==> src/rtl/flags_ctrl.sv <==
// flags_ctrl: sequencer for the 5-bit status-flag register {D0,CF,OF,NF,ZF}.
//   Merges ALU flag updates and explicit flag instructions (CLC/STC/CLD/STD/CMC) into per-bit
//   write enables. On interrupt entry it saves the flags to memory, and on interrupt return it
//   restores them, using a req/ack bus handshake with a timeout.
// Ports:
//   CLK, RESET               clock, synchronous active-high reset
//   alu_valid/flags/mask     ALU flag update {C,O,N,Z} and the bits it affects
//   alu_chain                chained multi-byte op (ZF accumulate, optional feature)
//   fop_valid/fop            explicit flag instruction
//   save_req/restore_req     interrupt entry / return pulses
//   cur_flags                current flag register contents
//   Flags/FWE                data and per-bit load enable to the flag register
//   mem_*                    save-slot bus interface
//   busy                     CPU stall while a save/restore is in progress
//   err                      sticky bus-timeout indicator
// Configuration: define FLAGS_ZF_CHAIN_EN to make chained ALU ops AND the new ZF with the old ZF.
module flags_ctrl #(
  parameter int unsigned        ADDR_W    = 8,
  parameter logic [ADDR_W-1:0]  SAVE_ADDR = 8'hFF,
  parameter int unsigned        TIMEOUT   = 16
) (
  input  logic              CLK,
  input  logic              RESET,
  input  logic              alu_valid,
  input  logic [3:0]        alu_flags,
  input  logic [3:0]        alu_mask,
  input  logic              alu_chain,
  input  logic              fop_valid,
  input  logic [2:0]        fop,
  input  logic              save_req,
  input  logic              restore_req,
  input  logic [4:0]        cur_flags,
  output logic [4:0]        Flags,
  output logic [4:0]        FWE,
  output logic              mem_req,
  output logic              mem_we,
  output logic [ADDR_W-1:0] mem_addr,
  output logic [7:0]        mem_wdata,
  input  logic [7:0]        mem_rdata,
  input  logic              mem_ack,
  output logic              busy,
  output logic              err
);

  localparam int unsigned TimerW = $clog2(TIMEOUT + 1);

  typedef enum logic [1:0] {StIdle, StSave, StRestore, StLoad} state_e;

  state_e              state_q, state_d;
  logic [4:0]          flags_q, flags_d;
  logic [4:0]          fwe_q, fwe_d;
  logic                mem_req_q, mem_req_d;
  logic                mem_we_q, mem_we_d;
  logic [ADDR_W-1:0]   mem_addr_q, mem_addr_d;
  logic [7:0]          mem_wdata_q, mem_wdata_d;
  logic                busy_q, busy_d;
  logic                err_q, err_d;
  logic [TimerW-1:0]   timer_q, timer_d;

  logic [4:0] upd_mask, upd_val, merged;
  logic       zf_new;

  // Only the low five read bits carry flags.
  logic [2:0] unused_rdata;
  assign unused_rdata = mem_rdata[7:5];

  // Combined update requested this cycle; fop overrides the ALU on CF.
  always_comb begin
    upd_mask = '0;
    upd_val  = '0;
    zf_new   = alu_flags[0];
`ifdef FLAGS_ZF_CHAIN_EN
    // Multi-byte zero test: result is zero only if every byte so far was zero.
    if (alu_chain && alu_mask[0]) zf_new = alu_flags[0] & cur_flags[0];
`endif
    if (alu_valid) begin
      upd_mask[3:0] = alu_mask;
      upd_val[3:0]  = {alu_flags[3:1], zf_new};
    end
    if (fop_valid) begin
      case (fop)
        3'b000: begin upd_mask[3] = 1'b1; upd_val[3] = 1'b0;          end
        3'b001: begin upd_mask[3] = 1'b1; upd_val[3] = 1'b1;          end
        3'b010: begin upd_mask[4] = 1'b1; upd_val[4] = 1'b0;          end
        3'b011: begin upd_mask[4] = 1'b1; upd_val[4] = 1'b1;          end
        3'b100: begin upd_mask[3] = 1'b1; upd_val[3] = ~cur_flags[3]; end
        default: ;
      endcase
    end
    merged = (upd_mask & upd_val) | (~upd_mask & cur_flags);
  end

`ifndef FLAGS_ZF_CHAIN_EN
  logic unused_chain;
  assign unused_chain = alu_chain;
`endif

  always_comb begin
    state_d     = state_q;
    fwe_d       = '0;
    flags_d     = '0;
    mem_req_d   = 1'b0;
    mem_we_d    = 1'b0;
    mem_wdata_d = mem_wdata_q;
    err_d       = err_q;
    timer_d     = '0;
    unique case (state_q)
      StIdle: begin
        if (restore_req) begin
          // Same-cycle updates are dropped: the restored value overwrites everything anyway.
          state_d   = StRestore;
          mem_req_d = 1'b1;
        end else begin
          fwe_d   = upd_mask;
          flags_d = upd_val;
          if (save_req) begin
            // The saved image includes the update committed in the same cycle.
            state_d     = StSave;
            mem_req_d   = 1'b1;
            mem_we_d    = 1'b1;
            mem_wdata_d = {3'b000, merged};
          end
        end
      end
      StSave, StRestore: begin
        if (mem_ack) begin
          if (state_q == StRestore) begin
            state_d = StLoad;
            fwe_d   = '1;
            flags_d = mem_rdata[4:0];
          end else begin
            state_d = StIdle;
          end
        end else if (timer_q == TimerW'(TIMEOUT - 1)) begin
          state_d = StIdle;
          err_d   = 1'b1;
        end else begin
          timer_d   = timer_q + 1'b1;
          mem_req_d = 1'b1;
          mem_we_d  = (state_q == StSave);
        end
      end
      StLoad: state_d = StIdle;
      default: state_d = StIdle;
    endcase
    busy_d     = (state_d != StIdle);
    mem_addr_d = mem_req_d ? SAVE_ADDR : '0;
  end

  always_ff @(posedge CLK) begin
    if (RESET) begin
      state_q     <= StIdle;
      flags_q     <= '0;
      fwe_q       <= '0;
      mem_req_q   <= 1'b0;
      mem_we_q    <= 1'b0;
      mem_addr_q  <= '0;
      mem_wdata_q <= '0;
      busy_q      <= 1'b0;
      err_q       <= 1'b0;
      timer_q     <= '0;
    end else begin
      state_q     <= state_d;
      flags_q     <= flags_d;
      fwe_q       <= fwe_d;
      mem_req_q   <= mem_req_d;
      mem_we_q    <= mem_we_d;
      mem_addr_q  <= mem_addr_d;
      mem_wdata_q <= mem_wdata_d;
      busy_q      <= busy_d;
      err_q       <= err_d;
      timer_q     <= timer_d;
    end
  end

  assign Flags     = flags_q;
  assign FWE       = fwe_q;
  assign mem_req   = mem_req_q;
  assign mem_we    = mem_we_q;
  assign mem_addr  = mem_addr_q;
  assign mem_wdata = mem_wdata_q;
  assign busy      = busy_q;
  assign err       = err_q;

endmodule
==> config.mk <==
export PLATFORM = sky130hd
export DESIGN_NAME = flags_ctrl
export DESIGN_NICKNAME = d
export VERILOG_FILES = /design/src/rtl/flags_ctrl.sv
export SDC_FILE = /design/constraint.sdc
export NUM_CORES = 1
export LEC_CHECK = 0
export CORE_ASPECT_RATIO = 0.7
export CORE_MARGIN = 1
export CORE_UTILIZATION = 36
export DETAILED_ROUTE_END_ITERATION = 8
export GPL_ROUTABILITY_DRIVEN = 0
export GPL_TIMING_DRIVEN = 0
export PLACE_DENSITY_LB_ADDON = 0.2
export SLEW_MARGIN = 15
export SYNTH_ARGS = -nofsm -noshare
export SYNTH_HDL_FRONTEND = slang
export SYNTH_SLANG_ARGS = --single-unit
==> constraint.sdc <==
create_clock -name CLK -period 1.8 [get_ports CLK]
set_input_delay 0.18 -clock CLK [delete_from_list [all_inputs] [get_ports CLK]]
set_output_delay 0.18 -clock CLK [all_outputs]
set_load 0.01 [all_outputs]
=== Yosys cells after proc, flatten, opt, wreduce, memory -nomap -nowiden ===
Index checks and enable logic that the tools add are counted.
W data, S select, Z words.

* Register bits after elaboration: 34
* Bits in latches: 0
* Logic and storage cells: 68
* Bits in read-only memories: 0
* Memories: 0
* Output and inout bits: 30
* RAM bits: 0

* Multipliers: 0
* Reductions and logical operators: 9
* $add $sub $neg: 1
* Magnitude comparators: 0
* Bitwise operators: 8
* Divide/modulo/power cells: 0
* Mux-type cells: 32
* Equal/unequal tests: 8
* Shift-type cells: 0

{| class="wikitable"
|+ Operators with widths
! cell !! number
|-
| $mux W5 || 6
|-
| $pmux W5 S2 || 2
|-
| $mux W2 || 7
|-
| $and A5 B5 Y5 || 2
|-
| $mux W1 || 10
|-
| $mux W4 || 2
|-
| $mux W8 || 1
|-
| $eq A3 B2 Y1 const B || 2
|-
| $pmux W2 S3 || 1
|-
| $reduce_and A3 Y1 || 2
|-
| $add A5 B1 Y5 const B || 1
|-
| $eq A5 B4 Y1 const B || 1
|-
| $not A5 Y5 || 1
|-
| $or A5 B5 Y5 || 1
|-
| $eq A2 B2 Y1 const B || 2
|-
| $not A1 Y1 || 4
|-
| $pmux W1 S2 || 2
|-
| $reduce_or A2 Y1 || 2
|-
| $reduce_or A4 Y1 || 1
|-
| $eq A3 B1 Y1 const B || 1
|-
| $eq A3 B3 Y1 const B || 1
|-
| $logic_not A3 Y1 || 1
|-
| $pmux W1 S3 || 1
|-
| $reduce_or A3 Y1 || 1
|-
| other kinds (3) || 3
|}

=== Longest topological paths before layout ===
Gate-level depths: netlist (run 1).

* Depth in word-level cells: 7
* Depth in mapped cells: 7
* Depth with buffers taken out: 7

=== Least setup slack after synthesis (run 1) ===
No wires, ideal clock.

* Kind: flip-flop to flip-flop
* Start: register timer_q[0]
* End: register timer_q[2]
* Cell stages (with the launch flop): 7
* Setup slack: 140 ps
* Period minus slack after synthesis: 1660 ps
* Arrival: 1596 ps
* Path through: dfxtp_1 -> ha_1 -> and3_1 -> ha_1 -> or3b_4 -> or2_4 -> nor2_1

* Longest elaborated chain between the ends: 2

{| class="wikitable"
|+ Ends and longest elaborated chain
! what !! RTL line !! text
|-
| from (decl) || 58 || <nowiki>logic [TimerW-1:0] timer_q, timer_d;</nowiki>
|-
| from (signal assigned) || 172 || <nowiki>timer_q <= timer_d;</nowiki>
|-
| parallel branches: the longest is 2 deep, another holds $add A5 B1 Y5 || - ||
|}

Parallel ways; which one is timed is not known.
A chain may end at the register's enable or synchronous reset.

=== Worst setup path after layout (run 1) ===
* Start: register state_q[0]
* End: register timer_q[3]

* Longest elaborated chain between the ends: 4

{| class="wikitable"
|+ Ends and longest elaborated chain
! what !! RTL line !! text
|-
| from (decl) || 49 || <nowiki>state_e state_q, state_d;</nowiki>
|-
| from (signal assigned) || 152 || <nowiki>state_q <= StIdle;</nowiki>
|-
| from (signal assigned) || 163 || <nowiki>state_q <= state_d;</nowiki>
|-
| $eq A2 B2 Y1 or $eq A2 B1 Y1 (tied branches) || 107 || <nowiki>unique case (state_q)</nowiki>
|-
| $reduce_or A2 Y1 (*) || 107 ||
|-
| $not A1 Y1 (no line) (*) || - ||
|-
| $reduce_or A4 Y1 (no line) (*) || - ||
|}

Every way passes the cells marked *; elsewhere a longest branch is shown, timed or not.

==> reports/qor.yml, run 1 <==
sta:
  finalSetupTns_ns: 0
  clock_skew_ns: 0.00265
  fmax_mhz: 579
  rsz0062_at_grt: "false"
  slew_viol_final: 0
  worst_pin_slew_ns: 0.595
  setup_violations: 0
  hold_viol: 0
  fin_ws_ns: 0.0719
  min_period_ns: 1.73
  slew_headroom: 0.604
  timing.final.crit_share: 0.960
pwr:
  total_power_uw: 1520
  p_per_area_nw_per_um2: 785
  vdd_drop_max_v: 0.000399
  p_leak_uw: 0.000737
critical_path:
  r2r-start: "state_q[0]"
  arrival_ns: 1.93
  rr_worst_depth: 5
  regToRegEndpoint: "timer_q[3]"
  crit_fanout: 5
  cp-end-kind: "register"
  worstPathRequired_ns: 2.00
  cp-start-kind: "register"
  reg2reg_setup_slack_ns: 0.07
  criticalPathCategory: "reg2reg"
routing:
  drt-total-wl_mm: 3.02
  vias: 1162
  drc: 0
  vias_per_cell: 4.70
  ant_nets: 0
  drtIter0Drc: 29
  drt-wirelength-per-cell_um: 12.2
  dr.pass1.iters: 4
layout:
  drive_above_1_share: 0.170
  layout_commonest_cell: "clkdlybuf4s50_1"
  fin_util: 0.603
  final_cell_mix: "clkdlybuf4s50_1 (54), dfxtp_1 (25), nor2_1 (17), buf_4 (12), nand2_1 (9)"
  syn_to_final_growth_pct: 55.9
  num_antenna_cells: 0
  fin_nets: 240
  design_area_um2: 1940
logic_synthesis:
  yosys_warnings: 0
  synth-seq-cells: 26
  yosys.area_share.adder: 0.0604
  synth_compound_area_frac: 0.191
  synth_top_family_by_area: "simple AND/OR/NAND/NOR gates"
  synth_edf_count: 0
  ys.flop_type: "dfxtp_1"
  synthSimpleGateAreaFrac: 0.194
  avgSynthCellArea_um2: 8.87
  postSynth.asyncResetShare: 0
  synth_cell_types: 40
  syn_area_um2: 1240
  netlist_instances: 140
  synth_xor_area_frac: 0.0141
  synthMuxAreaShare: 0.00806
  ys_seq_area_frac: 0.419
floorplan:
  dieArea_um2: 3690
  io_pins: 62
  core_area_um2: 3210
  row_count: 17
  die_h_um: 51.2
  die_w_um: 72.2
  initial_utilization: 0.387
min_path:
  hold_end: "err"
  holdPathStages: 2
  min_from: "err"
  hp-class: "reg2reg"
global_routing:
  gr-total-overflow: 0
  grt_use_total: 0.179
  antenna_found_initial: 0
  grt_pass1_vias: 1133
  grt_pass1_wl_mm: 4.99
  grt_max_degree: 14
clocking:
  insertion_delay_ns: 0.26
  numCtsBuffers: 3
  cts_root_buf: "clkbuf_8"
  clk_path_buf_depth: 2
  holdBufCountCts: 0
  path_clk_slew_ns: 0.08
  numClockSinks: 26
  tritoncts: "done"
  cts-htree-levels: 1
placement:
  dp_hpwl_mm: 2.46
  dpl_cell_area_um2: 1850
  io_buffers: 54
  dp_slack_ns: -0.0165
job:
  cap_violations: 0
status:
  outcome: "finished clean"
## worst max path at each step
| stage | startpoint | end | slack [ns] | cells after the start |
|---|---|---|---|---|
| finish | state_q[0] | timer_q[3] | 0.07 | 5 |
| CTS | timer_q[0] | busy | 0.01 | 7 |
| floorplan | timer_q[0] | timer_q[2] | 0.14 | 6 |
| global placement | timer_q[0] | busy | 0.06 | 7 |
| global route | state_q[0] | busy | 0.02 | 6 |
| detailed placement | timer_q[0] | busy | -0.02 | 7 |
## per-stage QoR
stage	cells	hold WS, ns
after CTS	246	0.456
final	247	0.483
after global routing	247	0.495
after floorplan	142	0.316
after global placement	243	0.427
after detailed placement	243	0.444
## synth_stat cells, types with 3 or more instances
library cell	count	share of area
o21ai_0	4	0.016
inv_1	6	0.018
nor2_1	19	0.057
nand3_1	8	0.032
dfxtp_1	26	0.42
a311oi_2	3	0.036
a32oi_1	3	0.021
ha_1	6	0.060
clkbuf_1	4	0.012
a21oi_1	8	0.032
nand2_1	9	0.027
buf_4	11	0.066
## power by group
part | leakage, uW | internal (uW) | switching [uW]
clock | 0.0000216 | 150 | 164
combinational | 0.000503 | 319 | 232
sequential | 0.000213 | 624 | 30.1
## metal layers
layer  wire, um  vias to the layer above  global-route usage
met2       1430                       38               0.310
met5          0                        -                   0
met3        195                        2              0.0572
met1       1380                      527               0.218
li1           -                      595                   -
met4         14                        0              0.0392
## layout make-up
cell class	instances	area, um^2
fill	281	1270
clock buffer	3	41.3
sequential	26	522
buffer	17	114
timing repair buffer	55	548
tap	47	58.8
inverter	6	22.5
multi-input combinational	93	631
## timing repair
item | 4_1_cts | 5_1_grt
buffers inserted | 0 | 1
gates resized for setup | 1 | 9
setup endpoints to repair | 3 | 6
pin swaps | 0 | 1
## critical path: stages (launching register included)
cell	delay, ns
dfxtp_1	0.40
inv_1	0.11
ha_2	0.37
or3b_4	0.41
or2_4	0.27
nor2_2	0.11
## registers in the layout, indices dropped and copies added (netlist names)
name       count
FWE            5
Flags          5
busy           1
err            1
mem_addr       1
mem_wdata      5
mem_we         1
state_q        2
timer_q        5
## logic make-up (layout without fill, tap and decap cells)
family | count (synthesis) | in the layout
and+or+nand+nor | 50 | 50
AOI/OAI and AO/OA | 31 | 31
DFF | 26 | 26
buffers and inverters | 23 | 81
adders and majority gates | 6 | 6
xor gates and xnor gates | 2 | 2
other | 1 | 3
muxes | 1 | 1
Note: power is estimated with default switching activity, not from simulation.
==> run 2: changes to the inputs <==
CAP_MARGIN = 20   (was not set)
==> results of run 2 <==
Same layout as run 1: the final DEF is identical, and so are final timing and power.
